<file path="config.mk">
export PLATFORM = sky130hd
export DESIGN_NAME = hazard_controller
export DESIGN_NICKNAME = d
export VERILOG_FILES = /design/src/rtl/hazard_controller.sv
export SDC_FILE = /design/constraint.sdc
export NUM_CORES = 1
export LEC_CHECK = 0
export ABC_AREA = 1
export CORE_ASPECT_RATIO = 1.1
export CORE_UTILIZATION = 25
export CTS_BUF_LIST = sky130_fd_sc_hd__clkbuf_2
export CTS_CLUSTER_DIAMETER = 100
export CTS_CLUSTER_SIZE = 40
export DETAILED_ROUTE_END_ITERATION = 10
export GPL_TIMING_DRIVEN = 0
export HOLD_SLACK_MARGIN = 0.08
export SKIP_LAST_GASP = 1
export SLEW_MARGIN = 40
export SYNTH_ARGS = -nofsm -noshare
export SYNTH_HDL_FRONTEND = slang
export SYNTH_SLANG_ARGS = --single-unit
</file>
<file path="constraint.sdc">
create_clock -name clk -period 3.3 [get_ports clk]
set_input_delay 0.825 -clock clk [delete_from_list [all_inputs] [get_ports clk]]
set_output_delay 0.825 -clock clk [all_outputs]
set_load 0.02 [all_outputs]
</file>
<file path="src/rtl/hazard_controller.sv">
// Pipeline sequencing controller: forwarding selects, load-use/branch stalls, branch flush, mul/div hold.
// Optional build macro HAZARD_STATS_EN adds saturating stall/flush event counters.
module hazard_controller #(
    parameter int MD_LATENCY = 4  // legal range 2..15
) (
    input  logic       clk,
    input  logic       reset_n,
    input  logic [3:0] id_rs1,
    input  logic [3:0] id_rs2,
    input  logic       id_uses_rs2,
    input  logic       id_branch,
    input  logic       pc_src,
    input  logic [3:0] ex_rd,
    input  logic [3:0] m_rd,
    input  logic [3:0] wb_rd,
    input  logic [1:0] ex_reg_write,
    input  logic [1:0] m_reg_write,
    input  logic [1:0] wb_reg_write,
    input  logic       ex_mem_read,
    input  logic       ex_muldiv,
    output logic       pc_write,
    output logic       ifid_write,
    output logic       ifid_flush,
    output logic       ctrl_flush,
    output logic       idex_write,
    output logic       exm_bubble,
    output logic [1:0] op1_fwd,
    output logic [1:0] op2_fwd,
    output logic [1:0] r0_fwd,
    output logic       md_busy,
    output logic       md_done
`ifdef HAZARD_STATS_EN
   ,output logic [15:0] stall_count,
    output logic [15:0] flush_count
`endif
);

    typedef enum logic [1:0] {IDLE, BUSY, RELEASE} md_state_t;

    localparam logic [3:0] CNT_INIT = 4'(MD_LATENCY - 2);

    md_state_t  state, state_nxt;
    logic [3:0] cnt, cnt_nxt;
    logic       md_stall;
    logic       hz_stall;
    logic [1:0] op1_sel, op2_sel, r0_sel;

    function automatic logic [1:0] fwd_sel(input logic ex_hit, input logic m_hit, input logic wb_hit);
        if (ex_hit)      return 2'b01;
        else if (m_hit)  return 2'b10;
        else if (wb_hit) return 2'b11;
        else             return 2'b00;
    endfunction

    // A load in EX has no data yet, so it never forwards from EX; the load-use stall covers it.
    assign op1_sel = fwd_sel(ex_reg_write[0] && !ex_mem_read && ex_rd == id_rs1,
                             m_reg_write[0] && m_rd == id_rs1,
                             wb_reg_write[0] && wb_rd == id_rs1);
    assign op2_sel = fwd_sel(ex_reg_write[0] && !ex_mem_read && ex_rd == id_rs2,
                             m_reg_write[0] && m_rd == id_rs2,
                             wb_reg_write[0] && wb_rd == id_rs2);
    assign r0_sel  = fwd_sel(ex_reg_write[1] || (ex_reg_write[0] && ex_rd == 4'd0),
                             m_reg_write[1]  || (m_reg_write[0]  && m_rd  == 4'd0),
                             wb_reg_write[1] || (wb_reg_write[0] && wb_rd == 4'd0));

    // The branch comparator reads unforwarded rd1, so any in-flight EX write to rs1 must settle first.
    assign hz_stall = (ex_mem_read && ex_reg_write[0] &&
                       (ex_rd == id_rs1 || (id_uses_rs2 && ex_rd == id_rs2))) ||
                      (id_branch && ex_reg_write[0] && ex_rd == id_rs1);

    always_ff @(posedge clk or negedge reset_n) begin
        if (!reset_n) begin
            state <= IDLE;
            cnt   <= 4'd0;
        end else begin
            state <= state_nxt;
            cnt   <= cnt_nxt;
        end
    end

    always_comb begin
        state_nxt = state;
        cnt_nxt   = cnt;
        md_stall  = 1'b0;
        unique case (state)
            IDLE: begin
                if (ex_muldiv) begin
                    md_stall = 1'b1;
                    if (MD_LATENCY == 2) begin
                        state_nxt = RELEASE;
                    end else begin
                        state_nxt = BUSY;
                        cnt_nxt   = CNT_INIT;
                    end
                end
            end
            BUSY: begin
                md_stall = 1'b1;
                if (cnt == 4'd1) state_nxt = RELEASE;
                else             cnt_nxt   = cnt - 4'd1;
            end
            // Instruction leaves EX this cycle; ex_muldiv still reflects it, so ignore it.
            RELEASE: state_nxt = IDLE;
            default: state_nxt = IDLE;
        endcase
    end

    always_comb begin
        pc_write   = 1'b1;
        ifid_write = 1'b1;
        idex_write = 1'b1;
        ifid_flush = 1'b0;
        ctrl_flush = 1'b0;
        exm_bubble = 1'b0;
        md_busy    = 1'b0;
        md_done    = 1'b0;
        op1_fwd    = 2'b00;
        op2_fwd    = 2'b00;
        r0_fwd     = 2'b00;
        if (reset_n) begin
            op1_fwd = op1_sel;
            op2_fwd = op2_sel;
            r0_fwd  = r0_sel;
            md_done = (state == RELEASE);
            if (md_stall) begin
                pc_write   = 1'b0;
                ifid_write = 1'b0;
                idex_write = 1'b0;
                exm_bubble = 1'b1;
                md_busy    = 1'b1;
            end else if (hz_stall) begin
                pc_write   = 1'b0;
                ifid_write = 1'b0;
                ctrl_flush = 1'b1;
            end else if (pc_src) begin
                ifid_flush = 1'b1;
            end
        end
    end

`ifdef HAZARD_STATS_EN
    always_ff @(posedge clk or negedge reset_n) begin
        if (!reset_n) begin
            stall_count <= 16'd0;
            flush_count <= 16'd0;
        end else begin
            if (!pc_write && stall_count != 16'hFFFF) stall_count <= stall_count + 16'd1;
            if (ifid_flush && flush_count != 16'hFFFF) flush_count <= flush_count + 16'd1;
        end
    end
`endif

endmodule

</file>
==> reports/metrics.yaml <==
netlist.area_leader.share_pct: 20.62
die_x_um: 58.96
h-tree-depth: 1
area_growth_pct: 57.92
postLayoutCellArea_mm2: 0.001409
endpoint_kind: "primary output"
dp_hpwl_mm: 2.314
switching_share_pct: 47.22
ios: 47
row_count: 22
synth.top_cells.by_count: "nand2_1 (49), inv_1 (29), nor2_1 (26)"
drive_above_1_share_pct: 10.05
synth_enable_flop_cells: 0
syn_inst: 170
power.density_mw_per_mm2: 362.4
clk_latency_ns: 0.24
critPathArrivalTime_ns: 2.34
synthMuxAreaShare_pct: 0
ant_nets: 0
post_drt_wl_per_cell_um: 10.21
clk_pin_slew_worst_paths_ns: 0.08
fin_crit_ns: 3.170
crit_type: "input port to primary output"
finalMaxSlewViolations: 0
fin_skew_ns: 0.01462
met3_length_um: 132
grt_max_degree: 14
die_height_um: 64.65
synth.most_common_cell: "nand2_1"
power_mw: 0.5105
postRouteWirelength_mm: 2.725
synth_top_cell_by_area: "nand2_1"
avgSynthCellArea_um2: 5.248
dpl-instance-area_mm2: 0.001413
num_vias: 1180
internal_power_mw: 0.2694
setup_viol: 0
fp.coreArea_mm2: 0.003358
synth_top_family_by_area: "simple AND/OR/NAND/NOR gates"
finalCritPeriodShare_pct: 96.05
viasPerCell: 4.419
cts.sinks: 6
status: "finished clean"
switching_power_mw: 0.2411
utilization_pct: 41.95
r2r_slack_ns: 1.98
grt_pass1_vias: 1058
cts-root-buf: "clkbuf_2"
rsz0062_at_grt: "no"
synth_fa_ha_area_share_pct: 2.805
synth_warnings: 0
grt-ovfl-total: 0
synthTopCellsByArea: "nand2_1 (21%), dfrtp_1 (17%), inv_1 (12%)"
place_inst: 264
relSlewSlack_pct: 80.07
post-place-ws_ns: -0.3542
wl_met2_mm: 1.294
top_layer_used: "met4"
drtIter0Drc: 34
vdd_drop_max_v: 0.0002847
drc: 0
stdcell_count: 267
path_max_fanout: 4
seqPwrFrac_pct: 23.8
yosys_register_bits: 6
grt_antenna_before_repair: 0
die_area_mm2: 0.003811
yosysSeqAreaShare_pct: 16.83
r2r_start: "cnt[1]"
synthArstFlopShare_pct: 100.0
cts_buffers: 3
hp-class: "input port to asynchronous set/reset pin"
synth_ff_type: "dfrtp_1"
grt_pass1_wl_mm: 4.678
start_util_pct: 26.56
cts_tree: "done"
leakage_nw: 0.7791
whs_ns: 0.4517
synth_nets: 205
gp_congestion: 0.7771
cts_max_path_buffers: 2
diodes: 0
clockPowerShare_pct: 10.8
timing.setup.tns_ns: 0
netlist_area_um2: 892.1
yosys.area_share.simple_pct: 44.88
final_hold_viol_count: 0
cap_violations: 0
cts_setup_buffers: 0
synth-xor-area-share_pct: 4.909
comb_power_share_pct: 65.5
final_nets: 256
ys_types: 21
port-buffer-count: 46
ctsHoldBuffers: 0
setup_ws_ns: 0.1302
required_ns: 2.47
synth_compound_area_share_pct: 14.59
drt-met1-wl_mm: 1.215
dr.pass1.iters: 5
worst_pin_slew_ns: 0.2979
cp-startpoint: "wb_rd[3]"
track_usage_pct: 15.60
start_kind: "input port"
fmax_ghz: 0.3155
-- cell usage in the layout (no fill, tap or decap), types with 3 or more instances in the layout --
cell type | synthesis | final
nand2_1 | 49 | 49
inv_1 | 29 | 28
clkdlybuf4s50_1 | 0 | 27
nor2_1 | 26 | 23
nand3_1 | 12 | 12
dlygate4sd2_1 | 0 | 11
o21ai_0 | 10 | 10
a21oi_1 | 8 | 8
clkbuf_2 | 0 | 7
inv_2 | 5 | 6
dfrtp_1 | 6 | 6
nor2_2 | 2 | 5
xnor2_1 | 4 | 4
nor3_1 | 3 | 3
dlymetal6s2s_1 | 0 | 3
-- state kept, by name (all words and copies together), names as in the netlist --
| signal | cells |
|---|---|
| cnt | 4 |
| state | 2 |
-- critical path: stages --
cell and delay (ns):
clkdlybuf4s50_1 0.54, inv_2 0.05, nand2_1 0.05, o21ai_1 0.06
inv_1 0.05, nand3_1 0.07, or2_0 0.20, a21oi_1 0.14
dlygate4sd2_1 0.35
-- worst paths after layout --
kind,endpoint,cells after the start
worst max-delay path,op1_fwd[1],9
worst min-delay path,cnt[0],1
worst max register to register,cnt[1],7
worst min register to register,state[1],3
max in group asynchronous,state[0],1
min in group clk,state[1],3
-- layout make-up --
type / instances / area (um^2)
Multi-Input combinational cell: 128 / 606.8
Tap cell: 48 / 60.06
Fill cell: 382 / 1949
Buffer: 2 / 15.01
Clock buffer: 3 / 15.01
Sequential cell: 6 / 150.1
Timing Repair Buffer: 46 / 434.2
Inverter: 34 / 127.6
-- per-layer routing --
metal	vias to the layer above	GRT usage, %
li1	624	-
met5	-	0
met3	10	1.397
met4	0	7.143
met2	32	25.99
met1	514	20.00
-- power by group through the flow --
stage | combinational (mW) | clock (mW) | sequential (mW)
6_report | 0.334 | 0.0550 | 0.121
5_1_grt | 0.385 | 0.0594 | 0.125
4_1_cts | 0.342 | 0.0563 | 0.122
3_5_place_dp | 0.352 | 0 | 0.123
3_3_place_gp | 0.349 | 0 | 0.123
2_1_floorplan | 0.214 | 0 | 0.120
-- timing repair --
action / in CTS / in global routing
resized for setup: 19 / 13
setup endpoints to repair: 14 / 10
pin swaps: 0 / 1
-- cells by family (layout without fill, tap and decap cells) --
family,after synthesis,in the layout
AO/OA/AOI/OAI,24,24
XOR/XNOR,5,5
adder cells (fa/ha/maj),2,2
buffers and inverters,36,85
flip-flops,6,6
AND/OR/NAND/NOR,97,97
Note: power is estimated with default switching activity, not from simulation.
